## config.mk

```make
export PLATFORM = sky130hd
export DESIGN_NAME = ex_dispatch
export DESIGN_NICKNAME = d
export VERILOG_FILES = /design/src/rtl/ex_dispatch.sv
export SDC_FILE = /design/constraint.sdc
export NUM_CORES = 1
export LEC_CHECK = 0
export ABC_AREA = 1
export CAP_MARGIN = 20
export CORE_MARGIN = 1
export CORE_UTILIZATION = 30
export CTS_BUF_LIST = sky130_fd_sc_hd__clkbuf_16
export CTS_CLUSTER_DIAMETER = 60
export DETAILED_ROUTE_END_ITERATION = 10
export SYNTH_ARGS = -nofsm -noshare
export SYNTH_HDL_FRONTEND = slang
export SYNTH_SLANG_ARGS = --single-unit
```

## constraint.sdc

```tcl
create_clock -name clk -period 1.6 [get_ports clk]
set_clock_uncertainty 0.1 [all_clocks]
set_input_delay 0.32 -clock clk [delete_from_list [all_inputs] [get_ports clk]]
set_output_delay 0.32 -clock clk [all_outputs]
set_load 0.02 [all_outputs]
```

## src/rtl/ex_dispatch.sv

```systemverilog
// Single-outstanding dispatcher for long-latency ops: accepts one decoded op,
// issues it to the execute unit, waits for completion (with timeout) and writes back.
module ex_dispatch #(
    parameter int TIMEOUT = 100
) (
    input  logic        clk,
    input  logic        rstn,
    input  logic        req_valid,
    output logic        req_ready,
    input  logic [19:0] req_sig,
    input  logic [31:0] req_src1,
    input  logic [31:0] req_src2,
    input  logic [4:0]  req_rd,
    output logic [19:0] ex_sig,
    output logic [31:0] ex_src1,
    output logic [31:0] ex_src2,
    output logic        ex_out_valid,
    input  logic [31:0] ex_result,
    input  logic [2:0]  ex_exception,
    input  logic        ex_in_valid,
    output logic        wb_valid,
    output logic [4:0]  wb_rd,
    output logic [31:0] wb_data,
    output logic [2:0]  wb_exc,
    output logic        busy,
    output logic        stray_err
);

    typedef enum logic [1:0] {IDLE, ISSUE, WAIT, WB} state_t;

    localparam logic [6:0] CNT_LAST = 7'(TIMEOUT - 1);

    state_t     state, state_nxt;
    logic [6:0] cnt;
    logic       legal;
    logic       accept;
    logic       timeout;

    // Legal op: exactly one defined op bit, reserved bits clear.
    assign legal   = $onehot(req_sig[16:0]) && (req_sig[19:17] == 3'b000);
    assign accept  = (state == IDLE) && req_valid;
    assign timeout = (cnt == CNT_LAST);

    always_comb begin
        state_nxt = state;
        case (state)
            IDLE:    if (req_valid) state_nxt = legal ? ISSUE : WB;
            ISSUE:   state_nxt = WAIT;
            WAIT:    if (ex_in_valid || timeout) state_nxt = WB;
            WB:      state_nxt = IDLE;
            default: state_nxt = IDLE;
        endcase
    end

    always_ff @(posedge clk or negedge rstn) begin
        if (!rstn) state <= IDLE;
        else       state <= state_nxt;
    end

    always_ff @(posedge clk or negedge rstn) begin
        if (!rstn) begin
            cnt       <= '0;
            ex_sig    <= '0;
            ex_src1   <= '0;
            ex_src2   <= '0;
            wb_rd     <= '0;
            wb_data   <= '0;
            wb_exc    <= '0;
            stray_err <= 1'b0;
        end else begin
            if (accept) begin
                ex_sig  <= req_sig;
                ex_src1 <= req_src1;
                ex_src2 <= req_src2;
                wb_rd   <= req_rd;
                if (!legal) begin
                    wb_data <= '0;
                    wb_exc  <= 3'b010;
                end
            end
            if (state == ISSUE)     cnt <= '0;
            else if (state == WAIT) cnt <= cnt + 7'd1;
            // A completion in the timeout cycle wins over the timeout.
            if (state == WAIT) begin
                if (ex_in_valid) begin
                    wb_data <= ex_result;
                    wb_exc  <= ex_exception;
                end else if (timeout) begin
                    wb_data <= '0;
                    wb_exc  <= 3'b111;
                end
            end
            if (ex_in_valid && (state != WAIT)) stray_err <= 1'b1;
        end
    end

    assign req_ready    = (state == IDLE);
    assign busy         = (state != IDLE);
    assign ex_out_valid = (state == ISSUE);
    assign wb_valid     = (state == WB);

endmodule

```

## Word level (Yosys, flattened, before mapping)

Cells that the tools add are included.

- Input port bits: 128
- Output and inout port bits: 129
- Word-level logic and storage cells: 59
- Register bits: 134

- Equal/unequal tests: 8
- $add $sub $neg: 17
- Multiplexer cells: 16
- Reductions and logical operators: 9

Operators by type and width:

| cell | count |
|---|---|
| two-way mux 32 bit | 5 |
| adder 1 x 1 -> 2 bit | 8 |
| two-way mux 3 bit | 5 |
| two-way mux 7 bit | 2 |
| adder 2 x 2 -> 3 bit | 4 |
| adder 3 x 3 -> 4 bit | 2 |
| one-hot mux 2 bit (4 select lines) | 1 |
| adder 7 x 1 -> 7 bit, second input constant | 1 |
| == test 7 bit, second input constant | 1 |
| two-way mux 2 bit | 3 |
| != test 2 bit, second input constant | 3 |
| adder 4 x 4 -> 5 bit | 1 |
| adder 5 x 1 -> 5 bit | 1 |
| == test 5 x 1 -> 1 bit, second input constant | 1 |
| == test 2 bit, second input constant | 2 |
| nonzero test 2 bit | 2 |
| logical AND 1 bit | 3 |
| logical NOT 3 bit | 1 |
| == test 2 x 1 -> 1 bit, second input constant | 1 |
| logical NOT 2 bit | 1 |
| AND reduction 2 bit | 1 |
| logical OR 1 bit | 1 |

## Depth between registers and ports, before layout

Gate-level depths: netlist of the first run.

- Depth after elaboration: 12
- Depth in mapped cells: 18
- Depth with buffers taken out: 18

## Worst setup path before layout of the first run

No wires, ideal clock.

- Kind: input port to flip-flop
- Start point: input req_sig[5]
- End point: register wb_data[10]
- Setup slack: -2.511 ns
- Data arrival time: 3.946 ns
- Library setup time: 0.065 ns
- Buffers on the path: 1
- Required time: 1.435 ns
- Stages on the path: 18
- Cell sequence: inv_1 fa_1 inv_1 fa_1 fa_1 inv_1 fa_1 inv_1 fa_1 fa_1 nor2_1 nand2_1 nor2_2 nand3_2 nand2_4 buf_6 nand3_1 nand2_1

- Cells in the longest elaborated chain, start to end: 12

Ends and longest elaborated chain:

| what | line | source |
|---|---|---|
| from (decl) | 10 | `input logic [19:0] req_sig,` |
| adder 1 x 1 -> 2 bit (implied by the code) * | 40 | `assign legal = $onehot(req_sig[16:0]) && (req_sig[19:17] == 3'b000);` |
| adder 2 x 2 -> 3 bit (implied by the code) * | 40 |  |
| adder 3 x 3 -> 4 bit (implied by the code) * | 40 |  |
| adder 4 x 4 -> 5 bit (implied by the code) * | 40 |  |
| adder 5 x 1 -> 5 bit (implied by the code) * | 40 |  |
| == test 5 x 1 -> 1 bit * | 40 |  |
| logical AND 1 bit * | 40 |  |
| two-way mux 32 bit * | 76 | `if (!legal) begin` |
| two-way mux 32 bit * | 71 | `if (accept) begin` |
| two-way mux 32 bit | 88 | `end else if (timeout) begin` |
| two-way mux 32 bit | 85 | `if (ex_in_valid) begin` |
| two-way mux 32 bit * | 84 | `if (state == WAIT) begin` |
| to (signal assigned) | 86 | `wb_data <= ex_result;` |
| to (decl) | 23 | `output logic [31:0] wb_data,` |

Mark *: on every way between the ends. The rest lies on a longest branch, timed or not.
A chain may end at the register's enable or synchronous reset.

## Worst setup path after layout of the first run

- Start point: input req_sig[5]
- End point: register wb_data[8]

Same word-level chain as after synthesis.

==> flow_metrics.py, run 1 <==
metrics = {
    "run_status": {
        "status": "finished with violations",
        "violations": "negative setup slack",
    },
    "drt": {
        "wl_per_cell_um": 14.80,
        "initialDrtViolationCount": 132,
        "vias": 5301,
        "vias_per_cell": 4.377,
        "ant_nets": 0,
        "drc": 0,
        "wirelength_um": 17920,
        "firstDrtPassIters": 6,
    },
    "timing": {
        "grt_setup_unrepaired": "true",
        "fin_ws_ns": -2.472,
        "setup_viol": 40,
        "maxSlewHeadroom": 0.7188,
        "min_period_over_period": 2.545,
        "fin_hold_ws_ns": 0.04199,
        "final_hold_viol_count": 0,
        "max_clock_freq_mhz": 245.6,
        "worstMarginPinSlew_ns": 0.4218,
        "post-route-min-period_ns": 4.072,
        "slew_violations": 0,
    },
    "clocking": {
        "cts_root_buf": "clkbuf_16",
        "cts_max_level": 4,
        "clk_latency_ns": 0.41,
        "cts_tree": "done",
        "clock-sinks": 134,
        "numCtsBuffers": 17,
        "cts_buffer_depth": 2,
        "path_clk_slew_ns": 0.06,
    },
    "yosys": {
        "syn_inst": 645,
        "synth_top_area_frac": 0.5869,
        "seq_area_frac_synth": 0.5869,
        "ys_types": 25,
        "synth_top_family_by_area": "simple AND/OR/NAND/NOR gates",
        "synth_simple_gate_area_frac": 0.2788,
        "synth-compound-area-share": 0.01949,
        "synth.avg_cell_area_um2": 8.857,
        "syn_nets": 793,
        "synth_area_leaders": "dfrtp_1, nand2_1, fa_1",
        "syn_area_mm2": 0.005713,
        "synth_warnings": 0,
        "synth_top_area_cell": "dfrtp_1",
        "ys_ff_latch": 134,
        "synth_mux_area_frac": 0,
        "synth-xor-area-share": 0,
        "synthAdderAreaFrac": 0.05826,
    },
    "power_and_ir_drop": {
        "max-vdd-ir-drop_mv": 0.8172,
        "power.leakage_nw": 5.348,
        "powerDensity_mw_per_mm2": 1897,
    },
    "place": {
        "globalplace.congestion": 0.7775,
        "dpl_cell_area_mm2": 0.008992,
        "hpwlAfterDp_um": 12380,
        "io_buffers": 256,
    },
    "grt": {
        "grt_max_degree": 41,
        "grt_overflow": 0,
        "grt_use_total": 0.1835,
        "grt_pass1_vias": 5377,
        "antenna_found_initial": 0,
        "grt_pass1_wl_um": 27820,
    },
    "floorplanning": {
        "ios": 257,
        "die-area_mm2": 0.01960,
        "start_util": 0.3054,
        "fp.dieH_um": 140.0,
        "rows": 50,
        "design.core.area_mm2": 0.01871,
        "die_w_um": 140.0,
    },
    "layout": {
        "fin_nets": 1112,
        "drive_gt1_frac": 0.2190,
        "final_cell_mix": "nand2_1, dfrtp_1, clkdlybuf4s50_1, dlygate4sd2_1, nand2_2",
        "diodes": 0,
        "area_growth_pct": 78.69,
        "fillers": 1737,
        "final_common_cell": "nand2_1",
        "finalInstanceArea_mm2": 0.01021,
    },
    "min_path": {
        "min_path_cells": 3,
        "min_path_type": "in -> reg",
    },
    "run": {
        "max-cap-violations": 0,
    },
    "critical_path": {
        "worstPathRequired_ns": 1.85,
        "cp_max_fo": 6,
        "crit_path_end_kind": "flop",
        "critical_path_class": "in -> reg",
        "r2r_cells": 9,
        "crit_arrival_ns": 4.32,
        "startpoint_type": "input pin",
    },
}
routing by layer:
metal | share of wire | GRT usage | routed length [um] | up-vias
li1 | - | - | - | 2616
met1 | 0.42 | 0.2240 | 7580 | 2490
met2 | 0.49 | 0.3066 | 8827 | 177
met3 | 0.068 | 0.05915 | 1223 | 18
met4 | 0.016 | 0.05957 | 291 | 0
met5 | 0 | 0 | 0 | -
what timing repair did:
item / 4_1_cts / 5_1_grt
pin swaps: 32 / 42
hold buffers: 2 / 0
endpoints found under the setup margin: 233 / 142
gates cloned: 3 / 8
buffers inserted: 15 / 5
hold endpoints to repair: 35 / 0
resized for setup: 220 / 108
area by class of cell:
cell class	count	area, um^2	area share
timing repair buffer	328	3392	0.3323
sequential	134	3353	0.3285
multi-input combinational	443	2372	0.2324
clock buffer	17	425.4	0.04167
tap	234	292.8	0.02868
clock inverter	15	202.7	0.01986
inverter	40	170.2	0.01667
critical path, stage by stage:
cell and delay (ns):
buf_2 0.13, inv_6 0.03, fa_1 0.52, inv_2 0.04
fa_1 0.45, fa_1 0.51, inv_1 0.05, fa_1 0.50
inv_2 0.04, fa_2 0.34, fa_1 0.43, nor2_1 0.14
nand2_1 0.09, nor2_2 0.12, nand3_2 0.10, nand2_4 0.13
buf_4 0.13, buf_12 0.10, nand3_1 0.07, nand2_1 0.06
power by group:
part | total [mW] | internal [mW] | switching, mW
clock network | 4.16 | 2.62 | 1.54
registers | 5.69 | 4.87 | 0.815
logic | 9.51 | 4.22 | 5.29
synthesized netlist by cell type, drive strengths merged:
library cell,count
nor2,18
fa,11
nand3,38
inv,40
or2,2
dfrtp,134
nand3b,1
nand4,1
nor3,1
nand2,342
buf,22
o21bai,1
a31oi,1
a21oi,6
clkbuf,6
o21ai,12
ha,9
kinds of logic (layout without fill, tap and decap cells):
family | after synthesis | after routing
simple gates | 403 | 403
compound gates | 20 | 20
buf+inv | 68 | 400
flops | 134 | 134
fa+ha+maj | 20 | 20
path summary, 6_finish.rpt:
kind,startpoint,to,slack [ns]
hold reg to reg,ex_src2[22]$_DFFE_PN0P_,ex_src2[22]$_DFFE_PN0P_,0.37
hold / removal,req_sig[11],ex_sig[11]$_DFFE_PN0P_,0.04
max in group asynchronous,rstn,state[0]$_DFFE_PN0P_,0.54
setup / recovery,req_sig[5],wb_data[8]$_DFF_PN0_,-2.47
min in group asynchronous,rstn,ex_src2[14]$_DFFE_PN0P_,0.29
setup reg to reg,state[0]$_DFFE_PN0P_,wb_data[27]$_DFF_PN0_,-0.06
stage by stage:
step | total power, mW | util | worst slack, ns | setup TNS, ns | instances
after global placement | 15.00 | 0.4807 | -3.283 | -122.81 | 1154
after floorplan | 10.25 | - | -2.446 | -87.38 | 645
after detailed placement | 15.13 | 0.4807 | -3.288 | -123.25 | 1154
final | 19.36 | 0.5458 | -2.472 | -87.54 | 1211
after CTS | 19.01 | 0.5247 | -2.641 | -92.23 | 1203
after global routing | 20.70 | 0.5458 | -2.646 | -94.23 | 1211
state kept, by name, summed over array words and instances (netlist names):
signal,flops
ex_src2,32
wb_data,32
wb_rd,5
ex_src1,32
ex_sig,20
cnt,7
stray_err,1
state,2
wb_exc,3
Power figures use the tool's default switching activity.
==> inputs of run 2 (changes only) <==
--- a/config.mk
+++ b/config.mk
@@ -12,6 +12,7 @@
 export CTS_BUF_LIST = sky130_fd_sc_hd__clkbuf_16
 export CTS_CLUSTER_DIAMETER = 60
 export DETAILED_ROUTE_END_ITERATION = 10
+export DONT_BUFFER_PORTS = 1
 export SYNTH_ARGS = -nofsm -noshare
 export SYNTH_HDL_FRONTEND = slang
 export SYNTH_SLANG_ARGS = --single-unit
==> flow_metrics.py, run 2 (synthesis results as in run 1) <==
metrics = {
    "place": {
        "hpwlAfterDp_um": 9936,
        "dpl_worst_slack_ns": -2.745,
        "io_buffers": 0,
        "dpl_cell_area_mm2": 0.006111,
        "globalplace.congestion": 0.7463,
    },
    "critical_path": {
        "crit_path_end_kind": "flop",
        "critical_path_class": "in -> reg",
        "startpoint_type": "input pin",
        "cp_max_fo": 14,
        "worstPathRequired_ns": 1.85,
        "crit_arrival_ns": 4.15,
    },
    "power_and_ir_drop": {
        "power.internal_mw": 9.750,
        "power.switching_mw": 7.308,
        "power.leakage_nw": 4.332,
        "swShare": 0.4284,
        "pwr-share-seq": 0.460,
        "powerDensity_mw_per_mm2": 1989,
        "combPwrFrac": 0.321,
        "max-vdd-ir-drop_mv": 0.9137,
        "report.power.total_mw": 17.06,
        "clockPowerShare": 0.219,
    },
    "drt": {
        "firstDrtPassIters": 6,
        "initialDrtViolationCount": 180,
        "vias_per_cell": 4.591,
        "wirelength_um": 17770,
        "wl_per_cell_um": 16.96,
        "vias": 4811,
        "ant_nets": 0,
        "drc": 0,
    },
    "clocking": {
        "numCtsBuffers": 17,
        "cts_root_buf": "clkbuf_16",
        "cts_max_level": 4,
        "post_cts_hold_buffer_count": 119,
        "clk_latency_ns": 0.40,
        "path_clk_slew_ns": 0.06,
        "cts_tree": "done",
        "clock-sinks": 134,
        "cts_buffer_depth": 2,
    },
    "timing": {
        "post-route-min-period_ns": 3.901,
        "maxSlewHeadroom": 0.7511,
        "worstMarginPinSlew_ns": 0.3734,
        "grt_setup_unrepaired": "true",
        "final_hold_viol_count": 134,
        "setup_viol": 40,
        "slew_violations": 0,
        "min_period_over_period": 2.438,
        "fin_ws_ns": -2.301,
        "max_clock_freq_mhz": 256.3,
        "fin_hold_ws_ns": -0.5013,
        "setup_tns_ns": -81.82,
    },
    "grt": {
        "grt_use_total": 0.1634,
        "grt_max_degree": 135,
        "antenna_found_initial": 0,
        "grt_overflow": 0,
        "grt_pass1_vias": 4873,
        "grt_pass1_wl_um": 24580,
    },
    "floorplanning": {
        "design.core.area_mm2": 0.01871,
        "start_util": 0.3054,
        "fp.dieH_um": 140.0,
        "die_w_um": 140.0,
        "rows": 50,
        "ios": 257,
        "die-area_mm2": 0.01960,
    },
    "run_status": {
        "status": "finished with violations",
        "violations": "negative hold slack, negative setup slack",
    },
    "layout": {
        "final_cell_mix": "nand2_1, dfrtp_1, dlygate4sd3_1, nand2_2, inv_1",
        "finalInstanceArea_mm2": 0.008576,
        "fin_nets": 949,
        "utilization": 0.4585,
        "drive_gt1_frac": 0.2005,
        "final_common_cell": "nand2_1",
        "reg.largest.list": "ex_src1: 32 flops, ex_src2: 32 flops, wb_data: 32 flops",
        "area_growth_pct": 50.11,
    },
    "run": {
        "max-cap-violations": 0,
    },
    "min_path": {
        "min_path_type": "in -> async",
    },
}
==> run 2: cell count changes in the layout (fill, tap and decap cells not counted), moves of 6 or more <==
cell,previous run,this run
buf_12,19,8
buf_4,31,14
buf_6,17,11
clkbuf_2,6,0
clkdlybuf4s15_1,15,0
clkdlybuf4s50_1,117,0
dlygate4sd2_1,108,0
dlygate4sd3_1,2,119
nand2_1,291,284
nand3_1,12,31
nand3_2,25,7
==> run 2: path summary, 6_finish.rpt <==
path	start	slack, ns	end	depth (start not counted)
hold / removal	rstn	-0.50	ex_src2[14]$_DFFE_PN0P_	0
setup / recovery	req_sig[9]	-2.30	wb_data[15]$_DFF_PN0_	18
max in group asynchronous	rstn	1.75	ex_src1[29]$_DFFE_PN0P_	0
hold reg to reg	cnt[5]$_DFFE_PN0P_	0.36	cnt[5]$_DFFE_PN0P_	1
setup reg to reg	state[0]$_DFFE_PN0P_	-0.07	wb_data[19]$_DFF_PN0_	10
min in group clk	req_sig[19]	0.01	ex_sig[19]$_DFFE_PN0P_	2
==> run 2: layout make-up <==
class	instances	area, um^2
Antenna cell	1	2.502
Tap cell	234	292.8
Sequential cell	134	3353
Inverter	40	165.2
Clock inverter	14	137.6
Timing Repair Buffer	165	1881
Multi-Input combinational cell	443	2318
Fill cell	1707	10130
Clock buffer	17	425.4
==> run 2: what timing repair did <==
action	in CTS	in global routing
pin swaps	3	20
endpoints found under the hold margin	253	134
endpoints found under the setup margin	40	129
setup buffers	8	4
resized for setup	31	93
cloned	0	14
==> run 2: worst max-delay path, cell delays in order <==
cell	delay [ns]
inv_1	0.06
fa_1	0.52
inv_2	0.06
fa_1	0.45
fa_1	0.52
inv_1	0.05
fa_1	0.49
inv_2	0.04
fa_2	0.34
fa_1	0.44
nor2_1	0.11
nand2_1	0.08
nor2_2	0.11
nand3_2	0.09
nand2_4	0.13
buf_12	0.16
nand3_1	0.09
nand2_1	0.08
==> run 2: through the flow <==
stage | hold WS (ns) | std cells
4_1_cts | -0.5209 | 1031
6_report | -0.5013 | 1048
5_1_grt | -0.5366 | 1047
3_3_place_gp | -0.07320 | 874
3_5_place_dp | -0.07317 | 874
2_1_floorplan | -0.07559 | 645
==> run 2: power groups by stage <==
stage               clock (mW)  combinational (mW)  sequential [mW]
finish                    3.74                5.47             7.84
global placement             0                3.77             7.74
detailed placement           0                3.92             7.75
CTS                       3.85                4.47             7.72
floorplan                    0                2.88             7.37
global route              4.00                6.17             7.99
==> run 2: routing by layer <==
| metal | vias up | track usage | wire (um) | share of wire |
|---|---|---|---|---|
| met1 | 2304 | 0.1784 | 7255 | 0.41 |
| met2 | 201 | 0.2797 | 8839 | 0.50 |
| met4 | 0 | 0.07981 | 420 | 0.024 |
| li1 | 2281 | - | - | - |
| met3 | 25 | 0.06051 | 1256 | 0.071 |
| met5 | - | 0 | 0 | 0 |
==> inputs of run 3 (changes only) <==
--- a/config.mk
+++ b/config.mk
@@ -13,6 +13,7 @@
 export CTS_CLUSTER_DIAMETER = 60
 export DETAILED_ROUTE_END_ITERATION = 10
 export DONT_BUFFER_PORTS = 1
+export MAX_ROUTING_LAYER = met4
 export SYNTH_ARGS = -nofsm -noshare
 export SYNTH_HDL_FRONTEND = slang
 export SYNTH_SLANG_ARGS = --single-unit
==> flow_metrics.py, run 3 (synthesis results as in run 1) <==
metrics = {
    "drt": {
        "wl_per_cell_um": 16.88,
        "wirelength_um": 17670,
        "vias_per_cell": 4.597,
        "ant_nets": 0,
        "drc": 0,
        "vias": 4813,
        "initialDrtViolationCount": 163,
        "firstDrtPassIters": 4,
    },
    "critical_path": {
        "cp_top_family": "adder cells",
        "path_buf_inv": 5,
        "crit_path_end_kind": "flop",
        "path_common_cell": "fa_1",
        "slowest_delay_ns": 0.54,
        "slowest_stage": "fa_1",
        "cp_max_fo": 14,
        "critical_path_class": "in -> reg",
        "path_cells": "inv_8 -> fa_1 -> inv_2 -> fa_1 -> fa_1 -> inv_1 -> fa_1 -> inv_2 -> fa_2 -> fa_1 -> nor2_1 -> nand2_1 -> nor2_2 -> nand3_2 -> nand2_4 -> clkbuf_16 -> nand3_1 -> nand2_1",
        "startpoint_type": "input pin",
        "crit_arrival_ns": 4.12,
        "worstPathRequired_ns": 1.85,
    },
    "clocking": {
        "clk_latency_ns": 0.41,
        "clock-sinks": 134,
        "numCtsBuffers": 17,
        "path_clk_slew_ns": 0.06,
        "cts_root_buf": "clkbuf_16",
        "post_cts_hold_buffer_count": 119,
        "cts_max_level": 4,
        "cts_tree": "done",
        "cts_buffer_depth": 2,
    },
    "timing": {
        "maxSlewHeadroom": 0.7537,
        "min_period_over_period": 2.420,
        "final_hold_viol_count": 134,
        "fin_hold_ws_ns": -0.4980,
        "setup_tns_ns": -80.81,
        "fin_ws_ns": -2.272,
        "setup_viol": 39,
        "post-route-min-period_ns": 3.872,
        "slew_violations": 0,
        "max_clock_freq_mhz": 258.3,
        "worstMarginPinSlew_ns": 0.3694,
        "grt_setup_unrepaired": "true",
    },
    "layout": {
        "area_growth_pct": 49.23,
        "fin_nets": 948,
        "drive_gt1_frac": 0.1921,
        "final_common_cell": "nand2_1",
        "reg.largest.list": "ex_src1: 32 flops, ex_src2: 32 flops, wb_data: 32 flops",
        "finalInstanceArea_mm2": 0.008526,
        "final_cell_mix": "nand2_1, dfrtp_1, dlygate4sd3_1, nand2_2, inv_1",
        "utilization": 0.4558,
    },
    "grt": {
        "antenna_found_initial": 0,
        "grt_pass1_wl_um": 24540,
        "grt_pass1_vias": 4874,
        "grt_use_total": 0.1678,
        "grt_max_degree": 135,
        "grt_overflow": 0,
    },
    "power_and_ir_drop": {
        "powerDensity_mw_per_mm2": 1991,
        "power.leakage_nw": 4.313,
        "max-vdd-ir-drop_mv": 0.9145,
        "report.power.total_mw": 16.97,
    },
    "floorplanning": {
        "fp.dieH_um": 140.0,
        "ios": 257,
        "rows": 50,
        "die_w_um": 140.0,
        "start_util": 0.3054,
        "design.core.area_mm2": 0.01871,
        "die-area_mm2": 0.01960,
    },
    "place": {
        "io_buffers": 0,
        "dpl_cell_area_mm2": 0.006111,
        "globalplace.congestion": 0.7558,
        "hpwlAfterDp_um": 9936,
    },
    "run_status": {
        "status": "finished with violations",
        "violations": "negative hold slack, negative setup slack",
    },
    "run": {
        "max-cap-violations": 0,
    },
    "min_path": {
        "min_path_type": "in -> async",
    },
}
[run 3: changes by cell type in the layout (fill, tap and decap cells not counted), sizes merged]
cell,change
clkbuf,-1
[run 3: power breakdown]
group	internal (mW)	total (mW)	switching, mW
Combinational	2.57	5.40	2.83
Sequential	4.86	7.82	2.96
Clock	2.27	3.75	1.48
[run 3: worst reg2reg max path, stage by stage (launching register included)]
cell and delay (ns):
dfrtp_1 0.40, inv_2 0.08, ha_4 0.15, buf_6 0.11
buf_6 0.11, nand2_8 0.08, inv_8 0.11, nand2_4 0.10
clkbuf_16 0.19, nand3_1 0.08, nand2_1 0.05
[run 3: final timing paths]
check / startpoint / endpoint / slack (ns) / cells past startpoint
worst max-delay path: req_sig[5] / wb_data[19]$_DFF_PN0_ / -2.27 / 18
worst min-delay path: rstn / ex_src2[14]$_DFFE_PN0P_ / -0.50 / 0
worst max register to register: state[0]$_DFFE_PN0P_ / wb_data[19]$_DFF_PN0_ / -0.06 / 10
worst min register to register: cnt[5]$_DFFE_PN0P_ / cnt[5]$_DFFE_PN0P_ / 0.36 / 1
max in group asynchronous: rstn / state[0]$_DFFE_PN0P_ / 1.75 / 0
min in group clk: req_sig[9] / ex_sig[9]$_DFFE_PN0P_ / 0.01 / 2
[run 3: through the flow]
stage | worst slack, ns | hold WS, ns | std cells
5_1_grt | -2.494 | -0.5298 | 1046
2_1_floorplan | -2.446 | -0.07559 | 645
3_5_place_dp | -2.745 | -0.07317 | 874
6_report | -2.272 | -0.4980 | 1047
3_3_place_gp | -2.681 | -0.07320 | 874
4_1_cts | -2.282 | -0.5209 | 1031
[run 3: repair_timing]
item	CTS	global route
gates cloned	0	13
pin swaps	3	15
endpoints found under the setup margin	40	129
hold endpoints to repair	253	134
gates resized for setup	31	85
setup buffers	8	4
[run 3: cell type report]
class	instances	area (um^2)
Multi-Input combinational cell	443	2293
Inverter	40	165.2
Sequential cell	134	3353
Timing Repair Buffer	164	1856
Clock inverter	14	137.6
Antenna cell	1	2.502
Tap cell	234	292.8
Fill cell	1717	10180
Clock buffer	17	425.4
[run 3: layer usage]
layer  routed length [um]  GRT usage
met1                 7278     0.1808
met2                 8819     0.2803
met3                 1154    0.05231
met4                  421    0.08155
met5                    0          -
